==> config.mk <==
export PLATFORM = sky130hd
export DESIGN_NAME = nunchuck_responder
export DESIGN_NICKNAME = d
export VERILOG_FILES = /design/src/rtl/nunchuck_responder.sv
export SDC_FILE = /design/constraint.sdc
export NUM_CORES = 1
export LEC_CHECK = 0
export ABC_CLOCK_PERIOD_IN_PS = 3500
export BUFFER_PORTS_ARGS = -buffer_cell sky130_fd_sc_hd__buf_2
export CAP_MARGIN = 20
export CORE_ASPECT_RATIO = 0.9
export CORE_MARGIN = 3
export CORE_UTILIZATION = 35
export DETAILED_ROUTE_END_ITERATION = 8
export PLACE_DENSITY_LB_ADDON = 0.12
export SKIP_CTS_REPAIR_TIMING = 1
export SYNTH_ARGS = -nofsm -noshare
export SYNTH_HDL_FRONTEND = slang
export SYNTH_SLANG_ARGS = --single-unit
==> constraint.sdc <==
create_clock -name clkin -period 3.5 [get_ports clkin]
set_input_delay 0.35 -clock clkin [delete_from_list [all_inputs] [get_ports clkin]]
set_output_delay 0.35 -clock clkin [all_outputs]
set_load 0.01 [all_outputs]
==> src/rtl/nunchuck_responder.sv <==
// I2C target emulating a Wii Nunchuck: accepts the two-write init handshake
// and returns a six-byte snapshot of stick, accelerometer and button inputs.
module nunchuck_responder #(
  parameter logic [6:0] DEV_ADDR    = 7'h52,
  parameter int         SYNC_STAGES = 2
) (
  input  logic       clkin,
  input  logic       rst,
  input  logic       scl_in,
  input  logic       sda_in,
  output logic       sda_oe,
  input  logic [7:0] stick_X,
  input  logic [7:0] stick_Y,
  input  logic [9:0] accel_X,
  input  logic [9:0] accel_Y,
  input  logic [9:0] accel_Z,
  input  logic       z,
  input  logic       c,
  output logic       initialized,
  output logic       busy
);

  typedef enum logic [2:0] {
    IDLE, ADDR, ADDR_ACK, WR_BYTE, WR_ACK, RD_BYTE, RD_ACK, WAIT_STOP
  } state_t;

  state_t state, next_state;

  logic [SYNC_STAGES-1:0] scl_sync, sda_sync;
  logic        scl_s, sda_s, scl_d, sda_d;
  logic        scl_rise, scl_fall, start_det, stop_det;

  logic [3:0]  bit_cnt, bit_cnt_nxt;
  logic [7:0]  shreg, shreg_nxt;
  logic [7:0]  tx, tx_nxt;
  logic [7:0]  reg_ptr, reg_ptr_nxt;
  logic [47:0] snap, snap_nxt;
  logic [7:0]  rd_byte;
  logic        rw, rw_nxt, first_byte, first_byte_nxt, mack, mack_nxt;
  logic        init_stage, init_stage_nxt, initialized_nxt, busy_nxt, sda_oe_nxt;

  // Idle bus is high on both lines, so the chain resets to 1 to avoid a false edge.
  always_ff @(posedge clkin or posedge rst) begin
    if (rst) begin
      scl_sync <= '1;
      sda_sync <= '1;
      scl_d    <= 1'b1;
      sda_d    <= 1'b1;
    end else begin
      scl_sync <= {scl_sync[SYNC_STAGES-2:0], scl_in};
      sda_sync <= {sda_sync[SYNC_STAGES-2:0], sda_in};
      scl_d    <= scl_s;
      sda_d    <= sda_s;
    end
  end

  assign scl_s     = scl_sync[SYNC_STAGES-1];
  assign sda_s     = sda_sync[SYNC_STAGES-1];
  assign scl_rise  = scl_s & ~scl_d;
  assign scl_fall  = ~scl_s & scl_d;
  assign start_det = scl_s & scl_d & sda_d & ~sda_s;
  assign stop_det  = scl_s & scl_d & ~sda_d & sda_s;

  always_comb begin
    rd_byte = 8'hFF;
    if (initialized) begin
      case (reg_ptr)
        8'd0:    rd_byte = snap[47:40];
        8'd1:    rd_byte = snap[39:32];
        8'd2:    rd_byte = snap[31:24];
        8'd3:    rd_byte = snap[23:16];
        8'd4:    rd_byte = snap[15:8];
        8'd5:    rd_byte = snap[7:0];
        default: rd_byte = 8'hFF;
      endcase
    end
  end

  always_ff @(posedge clkin or posedge rst) begin
    if (rst) begin
      state       <= IDLE;
      bit_cnt     <= 4'd0;
      shreg       <= 8'd0;
      tx          <= 8'd0;
      reg_ptr     <= 8'd0;
      snap        <= 48'd0;
      rw          <= 1'b0;
      first_byte  <= 1'b0;
      mack        <= 1'b0;
      init_stage  <= 1'b0;
      initialized <= 1'b0;
      busy        <= 1'b0;
      sda_oe      <= 1'b0;
    end else begin
      state       <= next_state;
      bit_cnt     <= bit_cnt_nxt;
      shreg       <= shreg_nxt;
      tx          <= tx_nxt;
      reg_ptr     <= reg_ptr_nxt;
      snap        <= snap_nxt;
      rw          <= rw_nxt;
      first_byte  <= first_byte_nxt;
      mack        <= mack_nxt;
      init_stage  <= init_stage_nxt;
      initialized <= initialized_nxt;
      busy        <= busy_nxt;
      sda_oe      <= sda_oe_nxt;
    end
  end

  always_comb begin
    next_state = state;
    if (start_det) next_state = ADDR;
    else if (stop_det) next_state = IDLE;
    else begin
      case (state)
        ADDR:     if (scl_fall && bit_cnt == 4'd8)
                    next_state = (shreg[7:1] == DEV_ADDR) ? ADDR_ACK : WAIT_STOP;
        ADDR_ACK: if (scl_fall) next_state = rw ? RD_BYTE : WR_BYTE;
        WR_BYTE:  if (scl_fall && bit_cnt == 4'd8) next_state = WR_ACK;
        WR_ACK:   if (scl_fall) next_state = WR_BYTE;
        RD_BYTE:  if (scl_fall && bit_cnt == 4'd8) next_state = RD_ACK;
        RD_ACK:   if (scl_fall) next_state = mack ? RD_BYTE : WAIT_STOP;
        default:  next_state = state;
      endcase
    end
  end

  // Loading a read byte drives its MSB right away; the rest shift out of tx on later SCL falls.
  always_comb begin
    bit_cnt_nxt     = bit_cnt;
    shreg_nxt       = shreg;
    tx_nxt          = tx;
    reg_ptr_nxt     = reg_ptr;
    snap_nxt        = snap;
    rw_nxt          = rw;
    first_byte_nxt  = first_byte;
    mack_nxt        = mack;
    init_stage_nxt  = init_stage;
    initialized_nxt = initialized;
    busy_nxt        = busy;
    sda_oe_nxt      = sda_oe;
    if (start_det) begin
      bit_cnt_nxt = 4'd0;
      sda_oe_nxt  = 1'b0;
    end else if (stop_det) begin
      bit_cnt_nxt = 4'd0;
      sda_oe_nxt  = 1'b0;
      busy_nxt    = 1'b0;
    end else begin
      case (state)
        ADDR, WR_BYTE: begin
          if (scl_rise) begin
            shreg_nxt   = {shreg[6:0], sda_s};
            bit_cnt_nxt = bit_cnt + 4'd1;
          end else if (scl_fall && bit_cnt == 4'd8) begin
            bit_cnt_nxt = 4'd0;
            if (state == ADDR) begin
              if (shreg[7:1] == DEV_ADDR) begin
                sda_oe_nxt     = 1'b1;
                busy_nxt       = 1'b1;
                rw_nxt         = shreg[0];
                first_byte_nxt = 1'b1;
                if (shreg[0])
                  snap_nxt = {stick_X, stick_Y, accel_X[9:2], accel_Y[9:2], accel_Z[9:2],
                              accel_Z[1:0], accel_Y[1:0], accel_X[1:0], ~c, ~z};
              end else begin
                sda_oe_nxt = 1'b0;
                busy_nxt   = 1'b0;
              end
            end else begin
              sda_oe_nxt = 1'b1;
              if (first_byte) begin
                reg_ptr_nxt    = shreg;
                first_byte_nxt = 1'b0;
              end else begin
                if (reg_ptr == 8'hF0 && shreg == 8'h55) init_stage_nxt = 1'b1;
                if (reg_ptr == 8'hFB && shreg == 8'h00 && init_stage) initialized_nxt = 1'b1;
                reg_ptr_nxt = reg_ptr + 8'd1;
              end
            end
          end
        end
        ADDR_ACK, WR_ACK, RD_ACK: begin
          if (scl_rise && state == RD_ACK) mack_nxt = ~sda_s;
          if (scl_fall) begin
            bit_cnt_nxt = 4'd0;
            if ((state == ADDR_ACK && rw) || (state == RD_ACK && mack)) begin
              sda_oe_nxt  = ~rd_byte[7];
              tx_nxt      = {rd_byte[6:0], 1'b1};
              reg_ptr_nxt = reg_ptr + 8'd1;
            end else begin
              sda_oe_nxt = 1'b0;
            end
          end
        end
        RD_BYTE: begin
          if (scl_rise) bit_cnt_nxt = bit_cnt + 4'd1;
          else if (scl_fall && bit_cnt == 4'd8) begin
            bit_cnt_nxt = 4'd0;
            sda_oe_nxt  = 1'b0;
          end else if (scl_fall && bit_cnt != 4'd0) begin
            sda_oe_nxt = ~tx[7];
            tx_nxt     = {tx[6:0], 1'b1};
          end
        end
        default: sda_oe_nxt = 1'b0;
      endcase
    end
  end

endmodule

### Word level (Yosys, flattened, before mapping)

Index checks and enable logic that the tools add are counted.

| cells by class | value |
|---|---|
| bitwise gates (word level) | 20 |
| add/subtract/negate cells | 2 |
| equality and inequality tests | 38 |
| reduce and logical (&&, ||, !) cells | 35 |
| multiplexer cells | 52 |

Operator list:

| cell | count |
|---|---|
| $mux 8 | 12 |
| $pmux 8 s6 | 1 |
| $reduce_and 8->1 | 5 |
| $ne 4x4->1 const B | 9 |
| $pmux 8 s2 | 2 |
| $mux 3 | 10 |
| $mux 4 | 5 |
| $mux 1 | 18 |
| $ne 2x2->1 const B | 9 |
| $pmux 3 s6 | 1 |
| $eq 8x2->1 const B | 2 |
| $eq 8x3->1 const B | 2 |
| $eq 8x8->1 const B | 2 |
| $logic_not 8->1 | 2 |
| $reduce_and 7->1 | 2 |
| $not 1->1 | 13 |
| $reduce_and 5->1 | 2 |
| $reduce_bool 2->1 | 5 |
| $eq 3x3->1 const B | 3 |
| $add 8x1->8 const B | 1 |
| $eq 8x1->1 const B | 1 |
| $eq 8x7->1 const B | 1 |
| $logic_and 1x1->1 | 8 |
| $pmux 4 s2 | 1 |
| other kinds (20) | 30 |

| word-level totals | value |
|---|---|
| logic and storage cells | 164 |
| bits in registers | 92 |
| output and inout bits | 3 |

### Depth between registers and ports, before layout

| logic depth | value |
|---|---|
| depth after elaboration | 9 |
| gate-level depth with buffers | 10 |

### Worst setup path before layout

Ideal clock, no wire load.

| timing | value |
|---|---|
| path type | register to register |
| start point | register bit_cnt[0] |
| end point | register snap[2] |
| stages on the path, launching flop included | 11 |
| slack | 1.410 ns |
| data required time | 3.375 ns |
| arrival | 1.965 ns |
| clock period less this slack | 2.090 ns |
| cells stage by stage | dfrtp_1 > inv_1 > ha_1 > and3b_1 > nand3_1 > nor3_1 > and4b_1 > buf_4 > buf_12 > buf_12 > mux2_4 |

| on the way | value |
|---|---|
| longest elaborated chain between the ends | 3 |

Ends and longest elaborated chain:

| what | RTL line | text |
|---|---|---|
| from (decl) | 33 | `logic [3:0] bit_cnt, bit_cnt_nxt;` |
| from (signal assigned) | 96 | `bit_cnt <= bit_cnt_nxt;` |
| $eq 4x4->1 | 156 | `end else if (scl_fall && bit_cnt == 4'd8) begin` |
| $logic_and 1x1->1 | 156 |  |
| $reduce_and 8->1 (no line) | n/a |  |
| to (signal assigned) | 100 | `snap <= snap_nxt;` |
| to (decl) | 37 | `logic [47:0] snap, snap_nxt;` |

No other way between the ends.
A chain may end at the register's enable or synchronous reset.

### Final worst setup path

| timing | value |
|---|---|
| start point | register bit_cnt[0] |
| end point | register snap[33] |

Same word-level chain as after synthesis.

==> out/qor.yml <==
outcome: "complete, no violations"
final.period_utilization_pct: 69.2
first_global_vias: 3329
endpoint_kind: "flip-flop"
max_stage_delay_ns: 0.42
worstPathCellList: "inv_1 > ha_1 > and3b_1 > nand3_1 > nor3_1 > and4b_2 > buf_12 > mux2_2"
start_kind: "flip-flop"
grt_max_degree: 50
cts_root_buf: "clkbuf_16"
netlist_instances: 411
seqPwrFrac_pct: 48.8
min_path_type: "in2reg"
grt_pass1_wl_um: 17600
whs_path_depth: 1
p_sw_mw: 0.794
async_reset_ff_share_pct: 100
grtUsageTotal_pct: 15.4
syn_area_sq_um: 4620
reg2reg_from: "bit_cnt[0]"
synth-compound-area-share_pct: 13.8
tightest_slew_ns: 0.875
ioPinCount: 55
num_rows: 39
hp-start: "scl_in"
htreeDepth: 3
clk_pin_slew_worst_paths_ns: 0.06
setup_viol: 0
synth_edf_count: 0
dp_cells: 609
p_leak_nw: 2.39
fillers: 1294
cp_slowest_cell: "dfrtp_1"
synth_area_leader_cell: "dfrtp_1"
vias_per_cell: 5.31
dp_hpwl_um: 7320
peakVddDrop_uv: 329
finalSetupTns_ns: 0
clockBufferDepth: 2
final_max_slew_viol_count: 0
finalWorstSetupSlack_ns: 1.08
synth_nets: 469
arrival_ns: 2.65
drt-initial-drc-count: 187
hold_violations: 0
portBuffers: 54
fp.dieW_um: 127
grt-ovfl-total: 0
antenna_left: 0
min_period_ns: 2.42
drc: 0
initial_core_util_pct: 36.2
slew_headroom_pct: 41.6
synth.area.top_cells: "dfrtp_1 (47%), mux2_2 (13%), dfstp_2 (3.4%)"
crit_type: "reg2reg"
cts_tree: "built"
num-nets-final: 514
synthAdderAreaFrac_pct: 1.62
r2r_cells: 8
synth_cell_types: 62
hold_end: "scl_sync[0]"
synth_mux_area_share_pct: 16.3
fin_util_pct: 41.2
synth_top_family_by_area: "multiplexers"
max_freq_ghz: 0.413
swShare_pct: 29.3
yosysWarnings: 0
syn_to_final_growth_pct: 13.8
clkPwrFrac_pct: 34.9
drtPass1Iterations: 4
max-cap-violations: 0
synthXorXnorAreaFrac_pct: 0.568
routed_wl_um: 10700
cts_sinks: 92
p_per_area_nw_per_um2: 515
clock_latency_ns: 0.34
yosys_most_used_dff: "dfrtp_1"
yosysTopAreaCellShare_pct: 46.5
r2r_slack_ns: 1.08
core_sq_um: 12800
die_h_um: 115
syn_area_per_cell_sq_um: 11.3
wire_per_inst_um: 17.1
timing.rr.end: "snap[33]"
critPathMaxFanout: 49
finClkSkew_ns: 0.00637
gp_congestion: 0.773
internal_power_mw: 1.92
ys_seq_elements: 92
dp_slack_ns: 1.07
rsz0062_at_grt: "no"
combPwrFrac_pct: 16.3
synth-simple-area-share_pct: 13.2
route.vias.total: 3315
dieArea_sq_um: 14600
drive_gt1_share_pct: 32.9
antenna_found_initial: 0
cts_made_buffers: 9
synth-seq-area-share_pct: 49.9
final_cells: 624
required_ns: 3.73
[state kept, by name, summed over array words and instances, names as in the netlist, 2 cells and up]
signal,flops
snap,48
sda_sync,2
bit_cnt,4
tx,8
scl_sync,2
state,3
reg_ptr,8
shreg,8
[layer usage]
layer	global-route usage [%]	vias up	part of all wire (%)	wire length, um
li1	-	1586	-	-
met1	20.7	1650	47	4980
met2	24.2	70	47	5010
met3	4.74	9	5.3	564
met4	4.43	0	1.1	114
met5	0	-	0	0
[final cells by class]
class / count / area (sq um) / share of cell area (%)
antenna: 1 / 2.50 / 0.0475
tap: 164 / 205 / 3.90
clock buffer: 10 / 229 / 4.35
clock inverter: 4 / 52.6 / 0.998
sequential: 92 / 2310 / 43.9
inverter: 13 / 50.0 / 0.951
timing repair buffer: 58 / 313 / 5.94
multi-input combinational: 282 / 2100 / 39.9
[layout by cell type, fill, tap and decap left out, types with 5 or more instances in the layout]
master,count
a21oi_1,18
a22oi_1,14
a2bb2oi_1,5
a31oi_1,7
and3_1,11
buf_2,54
clkbuf_16,9
dfrtp_1,86
dfstp_2,6
ha_1,6
inv_1,12
mux2_2,53
mux2_4,7
mux2i_1,5
nand2_1,24
nand2b_1,5
nand3_1,11
nor2_1,26
o21ai_0,24
[cells by family after synthesis]
family / after synthesis
xor+xnor: 3
compound gates: 96
simple gates: 112
flops: 92
mux: 65
fa+ha+maj: 6
buf+inv: 37
[worst max-delay path by stage]
stage               startpoint          to
detailed placement  bit_cnt[0]    snap[23]
finish              bit_cnt[0]    snap[33]
global placement      state[0]    snap[25]
global route        bit_cnt[0]    snap[31]
CTS                 bit_cnt[0]    snap[33]
floorplan                  rst  bit_cnt[0]
[stage by stage]
| stage | hold WS (ns) | total power [mW] | instance area, sq um |
|---|---|---|---|
| 4_1_cts | 0.0865 | 2.74 | 5260 |
| 2_1_floorplan | 0.345 | 1.63 | 4620 |
| 3_5_place_dp | 0.348 | 1.78 | 4980 |
| 3_3_place_gp | 0.346 | 1.78 | 4980 |
| 6_report | 0.100 | 2.71 | 5260 |
| 5_1_grt | 0.0810 | 2.87 | 5260 |
[critical path: cells and delay by family (launching register included)]
family                     cells  cell delay, ns
adders and majority gates      1            0.18
muxes                          1            0.38
buffers and inverters          2            0.33
and+or+nand+nor                4            0.94
DFF                            1            0.42
[power groups by stage]
| stage | sequential (mW) | combinational [mW] | clock (mW) |
|---|---|---|---|
| floorplan | 1.27 | 0.359 | 0 |
| global placement | 1.34 | 0.437 | 0 |
| detailed placement | 1.34 | 0.440 | 0 |
| CTS | 1.32 | 0.442 | 0.980 |
| global route | 1.34 | 0.500 | 1.03 |
| finish | 1.32 | 0.441 | 0.946 |
[Yosys cell counts, drive strengths merged, types with 3 or more instances]
cell type  number
inv            13
dfrtp          86
dfstp           6
mux2           60
nand3b          3
a2bb2oi         5
nand2          25
nor2b           4
a21oi          18
buf            13
clkbuf         11
o21ai          26
nor4            4
xor2            3
ha              6
and3           14
nor2           27
o211ai          3
nor3            5
a31oi           7
mux2i           5
a22oi          14
a21boi          3
nand2b          5
nand3          11
Power figures use the tool's default switching activity.
